<file path="src/rtl/store_manage_unit.sv">
// store_manage_unit: consumer of the store-subsystem management channel.
// A plain commit becomes a one-cycle store-buffer commit pulse; a fence runs
// DRAIN -> [DCFL -> ICINV] -> [TLBFL] -> DONE and reports completion.
//
// Handshakes: the request channel transfers when req_valid_i && req_ready_o
// are both high at a rising edge. Each cache/TLB step raises its req on state
// entry and holds it until the matching ack is sampled high; the req then
// drops on the next edge. Acks seen while the req is low are ignored.
module store_manage_unit #(
  parameter int TAG_W = 8
) (
  input  logic             clk_i,
  input  logic             arst_n_i,
  input  logic             req_valid_i,
  output logic             req_ready_o,
  input  logic             req_fence_i,
  input  logic             req_fencevma_i,
  input  logic             req_fencei_i,
  input  logic             req_commit_i,
  input  logic [TAG_W-1:0] req_itag_i,
  output logic             sb_commit_valid_o,
  output logic [TAG_W-1:0] sb_commit_itag_o,
  input  logic             sb_empty_i,
  output logic             dc_flush_req_o,
  input  logic             dc_flush_ack_i,
  output logic             ic_inv_req_o,
  input  logic             ic_inv_ack_i,
  output logic             tlb_flush_req_o,
  input  logic             tlb_flush_ack_i,
  output logic             done_valid_o,
  output logic [TAG_W-1:0] done_itag_o,
  output logic             busy_o,
  output logic [2:0]       dbg_state_o
);

  typedef enum logic [2:0] {
    IDLE  = 3'd0,
    DRAIN = 3'd1,
    DCFL  = 3'd2,
    ICINV = 3'd3,
    TLBFL = 3'd4,
    DONE  = 3'd5
  } state_t;

  state_t           state;
  logic [TAG_W-1:0] itag_q;
  logic             fencevma_q;
  logic             fencei_q;
  logic             accept;
  logic             any_fence;

  // A plain fence needs no latched flag of its own: it only drains and
  // completes, which is the default path out of DRAIN.
  assign accept      = req_valid_i && req_ready_o;
  assign any_fence   = req_fence_i || req_fencevma_i || req_fencei_i;
  assign req_ready_o = (state == IDLE);
  assign busy_o      = (state != IDLE);
  assign dbg_state_o = state;

  // Fence sequencer with registered handshake, commit and completion outputs.
  always_ff @(posedge clk_i or negedge arst_n_i) begin
    if (!arst_n_i) begin
      state             <= IDLE;
      itag_q            <= '0;
      fencevma_q        <= 1'b0;
      fencei_q          <= 1'b0;
      sb_commit_valid_o <= 1'b0;
      sb_commit_itag_o  <= '0;
      dc_flush_req_o    <= 1'b0;
      ic_inv_req_o      <= 1'b0;
      tlb_flush_req_o   <= 1'b0;
      done_valid_o      <= 1'b0;
      done_itag_o       <= '0;
    end else begin
      sb_commit_valid_o <= 1'b0;
      done_valid_o      <= 1'b0;
      case (state)
        IDLE: begin
          if (accept) begin
            if (any_fence) begin
              itag_q     <= req_itag_i;
              fencevma_q <= req_fencevma_i;
              fencei_q   <= req_fencei_i;
              state      <= DRAIN;
            end else if (req_commit_i) begin
              sb_commit_valid_o <= 1'b1;
              sb_commit_itag_o  <= req_itag_i;
            end
          end
        end
        DRAIN: begin
          if (sb_empty_i) begin
            if (fencei_q) begin
              dc_flush_req_o <= 1'b1;
              state          <= DCFL;
            end else if (fencevma_q) begin
              tlb_flush_req_o <= 1'b1;
              state           <= TLBFL;
            end else begin
              done_valid_o <= 1'b1;
              done_itag_o  <= itag_q;
              state        <= DONE;
            end
          end
        end
        DCFL: begin
          if (dc_flush_req_o && dc_flush_ack_i) begin
            dc_flush_req_o <= 1'b0;
            ic_inv_req_o   <= 1'b1;
            state          <= ICINV;
          end
        end
        ICINV: begin
          if (ic_inv_req_o && ic_inv_ack_i) begin
            ic_inv_req_o <= 1'b0;
            if (fencevma_q) begin
              tlb_flush_req_o <= 1'b1;
              state           <= TLBFL;
            end else begin
              done_valid_o <= 1'b1;
              done_itag_o  <= itag_q;
              state        <= DONE;
            end
          end
        end
        TLBFL: begin
          if (tlb_flush_req_o && tlb_flush_ack_i) begin
            tlb_flush_req_o <= 1'b0;
            done_valid_o    <= 1'b1;
            done_itag_o     <= itag_q;
            state           <= DONE;
          end
        end
        DONE: begin
          state <= IDLE;
        end
        default: begin
          state <= IDLE;
        end
      endcase
    end
  end

endmodule
</file>
<file path="config.mk">
export PLATFORM = sky130hd
export DESIGN_NAME = store_manage_unit
export DESIGN_NICKNAME = d
export VERILOG_FILES = /design/src/rtl/store_manage_unit.sv
export SDC_FILE = /design/constraint.sdc
export NUM_CORES = 1
export LEC_CHECK = 0
export ABC_AREA = 1
export BUFFER_PORTS_ARGS = -buffer_cell sky130_fd_sc_hd__buf_2
export CORE_MARGIN = 2
export CORE_UTILIZATION = 55
export DETAILED_ROUTE_END_ITERATION = 7
export PLACE_DENSITY_LB_ADDON = 0.3
export SLEW_MARGIN = 25
export SYNTH_ARGS = -nofsm -noshare
export SYNTH_HDL_FRONTEND = slang
export SYNTH_SLANG_ARGS = --single-unit
</file>
<file path="constraint.sdc">
create_clock -name clk_i -period 2.2 [get_ports clk_i]
set_input_delay 0 -clock clk_i [delete_from_list [all_inputs] [get_ports clk_i]]
set_output_delay 0 -clock clk_i [all_outputs]
set_load 0.005 [all_outputs]
</file>
* Yosys cells after proc, flatten, opt, wreduce, memory -nomap -nowiden
Cells that the tools add are included.
Widths: inputs -> output; s select.
** Word-level totals
- Register bits :: 34
- Output and inout bits :: 26
- Word-level logic and storage cells :: 79
** Operators by class
- Equality and inequality tests :: 12
- Multiplexer cells :: 38
- Bitwise operators :: 1
- Reductions and logical operators :: 17
** Operator list (count)
- $mux 8 :: 5
- $pmux 8 s3 :: 1
- $mux 3 :: 7
- $mux 1 :: 20
- $pmux 3 s5 :: 1
- $ne 2x2->1 const B :: 6
- $reduce_and 4->1 :: 2
- $eq 3x2->1 const B :: 2
- $pmux 1 s3 :: 2
- $reduce_and 3->1 :: 2
- $reduce_and 6->1 :: 1
- $reduce_bool 3->1 :: 2
- $reduce_and 5->1 :: 1
- $logic_and 1x1->1 :: 4
- $ne 2x1->1 const B :: 2
- $pmux 1 s2 :: 2
- $reduce_bool 2->1 :: 2
- $eq 3x1->1 const B :: 1
- $eq 3x3->1 const B :: 1
- $logic_not 3->1 :: 1
- $logic_or 1x1->1 :: 2
- $not 1->1 :: 1

* Longest topological paths before layout
Gate-level depths: netlist (run 1).
- Word-level depth :: 5
- Gate-level depth with buffers :: 8

* Worst setup path before layout (run 1)
Ideal clock, no wire load.
- Path kind :: register to register
- Start point :: register state[0] (netlist: dbg_state_o[0])
- End point :: register sb_commit_itag_o[1]
- Arrival time :: 1.111 ns
- Setup slack :: 0.973 ns
- Cell stages (with the launch flop) :: 8
- Path buffers :: 1
- Path through :: dfrtp_1 buf_2 nor2_4 nand2_4 nor2_4 nand2_4 nand2_1 nand2_1
** On the way
- Word-level cells in the longest chain between the ends :: 3
** RTL lines
- start: declaration :: line 45 : state_t state;
- start signal: assignment :: line 63 : state <= IDLE;
- start signal: assignment :: line 84 : state <= DRAIN;
- start signal: assignment :: line 95 : state <= DCFL;
- $logic_not 3->1 * :: line 56, 77
- $logic_and 1x1->1 :: line 54 : assign accept = req_valid_i && req_ready_o;
- $reduce_and 4->1 (no line) *
- end signal: assignment :: line 87 : sb_commit_itag_o <= req_itag_i;
- end: declaration :: line 22 : output logic [TAG_W-1:0] sb_commit_itag_o,
Every way passes the cells marked *; elsewhere a longest branch is shown, timed or not.
A chain may end at the register's enable or synchronous reset.

* Final worst setup path (run 1)
- Start point :: register state[0] (netlist: dbg_state_o[0])
- End point :: output port req_ready_o
** On the way
- Word-level cells in the longest chain between the ends :: 1
** RTL lines
- $logic_not 3->1 :: line 56 : assign req_ready_o = (state == IDLE);
- end: declaration :: line 15 : output logic req_ready_o,
No other way between the ends.

==> impl_metrics.toml, run 1 <==
[status]
outcome = "finished, final reports clean"

[setup_path]
required_ns = 2.20
critPathTopFamily = "flip-flops"
r2r_cells = 6
r2r_slack_ns = 0.70
path_class = "reg2out"
path_buf_inv = 2
startpoint_type = "flop"
arrival_ns = 1.55
end_kind = "output port"
reg2reg_from = "dbg_state_o[0]$_DFFE_PN0P_"
path_cells = "nor2_4 -> nand2_4 -> inv_2 -> buf_2"
slowest_delay_ns = 0.52
cp_max_fo = 13
r2r-end = "itag_q[5]$_DFFE_PN0P_"
crit_path_top_delay_cell = "dfrtp_1"

[yosys]
yosys.area_share.simple = 0.405
synth_cell_types = 24
synthesis.nets = 203
ys_seq_area_frac = 0.528
synthTopCellsByArea = "dfrtp_1 53%, nand2_1 18%, nand3_1 6.2%"
syn_inst = 184
syn_area_per_cell_um2 = 8.76
synth_top_family_by_area = "simple AND/OR/NAND/NOR gates"
synth_area_leader_cell = "dfrtp_1"
yosysWarnings = 0
synth_top_area_frac = 0.528
synth-xor-area-share = 0
synthAdderAreaFrac = 0
synth_compound_gate_area_share = 0.0140
synth_area_um2 = 1610
yosys_register_bits = 34
synth_mux_area_frac = 0

[sta]
worst_pin_slew_ns = 0.730
min_period_ns = 1.55
rsz0062_at_grt = "false"
fmax_ghz = 0.646
slew_headroom = 0.513
setup_viol_count_final = 0
slew_viol_final = 0
tns_ns = 0
fin_crit_sh = 0.703
skew_ns = 0.0129
hold_viol_final = 0

[detailed_routing]
drtIter0Drc = 38
vias = 1394
wl_per_cell_um = 12.3
vias_per_cell = 5.09
drtAntennaViolNets = 0
first_pass_iters = 4
drt-total-wl_um = 3370
drc_errors = 0

[floorplan]
rows = 19
die_width_um = 58.1
pin_count = 45
die_y_um = 58.1
die-area_um2 = 3380
coreArea_um2 = 2780
initial_core_util = 0.579

[flow_run]
maxCapViolCount = 0

[finish]
fillers = 214
final_cell_mix = "78 x nand2_1, 44 x buf_2, 34 x dfrtp_1"
final_util = 0.734
syn2layout_area_growth_pct = 26.7
layout_commonest_cell = "nand2_1"
final_nets = 262
drive_gt1_frac = 0.300
n_antenna_cell = 0

[grt]
antenna_found_initial = 0
grt_pass1_vias = 1323
grt_overflow = 0
grt_max_degree = 35
track_usage = 0.225
grt_pass1_wl_um = 5830

[power_and_ir_drop]
p_sw_w = 0.000963
netSwitchingFraction = 0.382
ir_drop_uv = 964
p_int_w = 0.00156
clkPwrFrac = 0.183
combinationalPowerShare = 0.380
p_seq_frac = 0.438
leakagePower_nw = 1.20
p_per_area_nw_per_um2 = 1230

[min_path]
hold_depth = 4
hp-class = "in2reg"
worstHoldStart = "tlb_flush_ack_i"
min_to = "dbg_state_o[2]$_DFFE_PN0P_"

[clocking]
clkLatencyLatePin_ns = 0.32
post_cts_resize_count = 0
cts_tree = "built"
clockBufferDepth = 2
htree_num_levels = 2
numCtsBuffers = 5
cts.sink_count = 34
root_buffer = "clkbuf_4"
clk_pin_slew_ns = 0.10

[place]
place_congestion = 0.846
portBuffers = 44
dp_hpwl_um = 2360
final cells by class:
type                       count  area (um2)  share of cell area
sequential                    34         851               0.417
multi-input combinational    134         676               0.331
timing repair buffer          56         338               0.165
inverter                      12        57.6              0.0282
clock buffer                   6        51.3              0.0251
tap                           31        38.8              0.0190
clock inverter                 1        30.0              0.0147
worst max path at each step:
stage	cells past startpoint	start	slack [ns]	endpoint
after floorplan	7	dbg_state_o[0]$_DFFE_PN0P_	0.97	sb_commit_itag_o[1]$_DFFE_PN0P_
after global placement	6	dbg_state_o[0]$_DFFE_PN0P_	0.76	itag_q[1]$_DFFE_PN0P_
after detailed placement	6	dbg_state_o[0]$_DFFE_PN0P_	0.72	itag_q[5]$_DFFE_PN0P_
after CTS	4	dbg_state_o[0]$_DFFE_PN0P_	0.65	req_ready_o
after global routing	4	dbg_state_o[2]$_DFFE_PN0P_	0.56	req_ready_o
final	4	dbg_state_o[0]$_DFFE_PN0P_	0.65	req_ready_o
timing repair:
action                    CTS  global route
hold endpoints to repair   52             0
hold buffers               11             0
setup buffers               0             0
metal layers:
metal / track usage / part of all wire / up-vias
li1: - / - / 717
met1: 0.326 / 0.49 / 630
met2: 0.347 / 0.45 / 42
met3: 0.0446 / 0.043 / 5
met4: 0.0631 / 0.012 / 0
met5: 0 / 0 / -
per-stage QoR:
stage          worst slack (ns)  instance area, um2  hold WS (ns)  instances  total power (W)
2_1_floorplan             0.973                1610        -0.296        184          0.00174
3_3_place_gp              0.764                1850        0.0981        256          0.00203
3_5_place_dp              0.721                1850        0.0989        256          0.00206
4_1_cts                   0.647                2040        0.0240        274          0.00254
5_1_grt                   0.559                2040        0.0458        274          0.00274
6_report                  0.653                2040        0.0246        274          0.00252
cell families after synthesis:
family / after synthesis
compound gates: 4
simple gates: 130
buf+inv: 16
flops: 34
synthesized netlist by cell type:
cell type / instances
buf_2: 1
nand3_1: 20
buf_4: 1
buf_6: 1
inv_2: 2
nand4_2: 1
a21oi_1: 1
nand4_1: 8
nand4_4: 1
nor2_4: 4
o21ai_0: 2
nand3b_1: 1
nand2_2: 6
inv_1: 9
dfrtp_1: 34
nor2_1: 5
nand3_4: 1
nor3_2: 1
clkinv_8: 1
nand2_4: 3
nor2_2: 1
a21boi_1: 1
clkbuf_1: 1
nand2_1: 78
power by group through the flow:
stage	Combinational (W)	Sequential, W	Clock (W)
3_3_place_gp	0.000919	0.00111	0
4_1_cts	0.000967	0.00110	0.000466
6_report	0.000957	0.00110	0.000461
2_1_floorplan	0.000678	0.00106	0
5_1_grt	0.00110	0.00114	0.000492
3_5_place_dp	0.000950	0.00111	0
worst min-delay path: stages:
cell and delay (ns):
buf_2 0.11, nand2_1 0.05, nand3_1 0.09, nand2_1 0.05
flip-flops by register name, summed over array words and instances, names as in the netlist:
signal / flops
fencei_q: 1
tlb_flush_req_o: 1
fencevma_q: 1
done_itag_o: 8
dbg_state_o: 3
dc_flush_req_o: 1
done_valid_o: 1
ic_inv_req_o: 1
sb_commit_itag_o: 8
sb_commit_valid_o: 1
itag_q: 8
Power figures use the tool's default switching activity.
==> run 2: changes to the inputs <==
--- a/config.mk
+++ b/config.mk
@@ -8,7 +8,7 @@
 export ABC_AREA = 1
 export BUFFER_PORTS_ARGS = -buffer_cell sky130_fd_sc_hd__buf_2
 export CORE_MARGIN = 2
-export CORE_UTILIZATION = 55
+export CORE_UTILIZATION = 46
 export DETAILED_ROUTE_END_ITERATION = 7
 export PLACE_DENSITY_LB_ADDON = 0.3
 export SLEW_MARGIN = 25
==> constraint.sdc (replaced) <==
create_clock -name clk_i -period 1.35 [get_ports clk_i]
set_input_delay 0 -clock clk_i [delete_from_list [all_inputs] [get_ports clk_i]]
set_output_delay 0 -clock clk_i [all_outputs]
set_load 0.005 [all_outputs]
==> run 2 against run 1 <==
Compared with the run above: cell area increased by 8.2%; critical endpoint is now tlb_flush_req_o$_DFFE_PN0P_; non-clock buffer count increased by 9; register-to-register slack got worse by 0.68 ns; highest routed layer unchanged; global-route usage decreased by 0.77 points; die area increased by 18%; clock-buffer cell count unchanged; sequential cell count unchanged; sequential power increased by 62%; sequential share of layout area decreased by 3.0 points; setup slack got worse by 0.63 ns; critical path depth increased by 3.
==> impl_metrics.toml, run 2 (synthesis results as in run 1) <==
[status]
outcome = "finished, final reports clean"

[finish]
syn2layout_area_growth_pct = 37.1
top_regs = "done_itag_o (8), itag_q (8), sb_commit_itag_o (8)"
fin_cells = 301
n_antenna_cell = 0
final_cell_mix = "77 x nand2_1, 44 x buf_2, 31 x dfrtp_1"
final_nets = 274
layout_commonest_cell = "nand2_1"
postLayoutCellArea_um2 = 2210
fillers = 290
drive_gt1_frac = 0.365

[grt]
grt_pass1_vias = 1488
antenna_found_initial = 0
grt_pass1_wl_um = 6760
grt_max_degree = 20
grt_overflow = 0
track_usage = 0.217

[detailed_routing]
vias_per_cell = 4.96
wl_per_cell_um = 13.6
drt-total-wl_um = 4090
first_pass_iters = 4
drtAntennaViolNets = 0
vias = 1493
drc_errors = 0
drtIter0Drc = 80

[sta]
slew_headroom = 0.555
worst_pin_slew_ns = 0.665
setup_viol_count_final = 0
skew_ns = 0.00846
fin_crit_sh = 0.986
hold_viol_final = 0
slew_viol_final = 0
min_period_ns = 1.33
fmax_ghz = 0.751

[floorplan]
die-area_um2 = 3990
coreArea_um2 = 3360
die_y_um = 63.2
pin_count = 45
rows = 21
initial_core_util = 0.479
die_width_um = 63.2

[setup_path]
end_kind = "flop"
startpoint_type = "flop"
r2r_cells = 7
required_ns = 1.60
cp_max_fo = 5
arrival_ns = 1.58
path_class = "reg2reg"

[clocking]
clkLatencyLatePin_ns = 0.35
cts.sink_count = 34
numCtsBuffers = 5
htree_num_levels = 2
clk_pin_slew_ns = 0.10
root_buffer = "clkbuf_4"
clockBufferDepth = 2
cts_tree = "built"

[place]
dp_hpwl_um = 2610
portBuffers = 44
dp_cells = 276
place_congestion = 0.825
placed_cell_area_um2 = 1920

[power_and_ir_drop]
leakagePower_nw = 1.26
ir_drop_uv = 1040
p_per_area_nw_per_um2 = 2050

[min_path]
hp-class = "in2reg"
hold_depth = 4

[flow_run]
maxCapViolCount = 0
==> run 2: changes by cell type in the layout (fill, tap and decap cells not counted), sizes merged <==
cell and delta:
nand4 +2, buf +8, dlygate4sd3 +1, nand3 +1
==> run 2: what timing repair did <==
| action | in CTS | in global routing |
|---|---|---|
| buffers inserted | 4 | 0 |
| hold endpoints to repair | 53 | 0 |
| hold buffers | 12 | 0 |
| resized for setup | 6 | 6 |
| gates cloned | 0 | 3 |
| setup endpoints to repair | 1 | 9 |
| pin swaps | 1 | 5 |
==> run 2: report_power, final <==
| part | total (W) | internal [W] | switching [W] |
|---|---|---|---|
| combinational | 0.00197 | 0.000841 | 0.00113 |
| clock | 0.000787 | 0.000431 | 0.000356 |
| sequential | 0.00178 | 0.00146 | 0.000322 |
| total | 0.00454 | 0.00273 | 0.00181 |
==> run 2: per-stage QoR <==
step                      setup WS (ns)   util  TNS (ns)  total power, W  hold slack (ns)
after floorplan                   0.123      -         0         0.00283           -0.296
after global placement           0.0583  0.571         0         0.00344          -0.0545
after detailed placement         0.0302  0.571         0         0.00348          -0.0577
after CTS                        0.0607  0.642         0         0.00439           0.0130
after global routing            -0.0339  0.657   -0.0577         0.00492           0.0669
final                            0.0189  0.657         0         0.00454           0.0245
==> run 2: layout make-up <==
class                   instances  area [um2]  share of cell area
inverters                      12        60.1              0.0272
clock buffers                   6        51.3              0.0232
multi-input cells             137         732               0.331
clock inverters                 1        30.0              0.0136
repair buffers                 65         424               0.192
flip-flops and latches         34         855               0.387
well taps                      46        57.6              0.0260
==> run 2: worst paths after layout <==
check / from / endpoint / slack (ns)
min in group asynchronous: arst_n_i / done_itag_o[2]$_DFFE_PN0P_ / 0.10
worst max-delay path: dbg_state_o[2]$_DFFE_PN0P_ / tlb_flush_req_o$_DFFE_PN0P_ / 0.02
worst max register to register: dbg_state_o[2]$_DFFE_PN0P_ / tlb_flush_req_o$_DFFE_PN0P_ / 0.02
worst min register to register: itag_q[4]$_DFFE_PN0P_ / itag_q[4]$_DFFE_PN0P_ / 0.49
max in group asynchronous: arst_n_i / dbg_state_o[1]$_DFFE_PN0P_ / 0.81
worst min-delay path: dc_flush_ack_i / dbg_state_o[1]$_DFFE_PN0P_ / 0.02
==> run 2: metal layers <==
metal	GRT usage	part of all wire
met1	0.288	0.44
met2	0.344	0.48
met3	0.0625	0.055
met4	0.0734	0.021
met5	0	0
==> run 2: critical path: stages (launching register included) <==
cell and delay, ns:
dfrtp_2 0.48, buf_4 0.17, nor2_4 0.17, nand2_2 0.12
inv_1 0.12, nor2_2 0.06, nand3_1 0.06, nand2_1 0.05
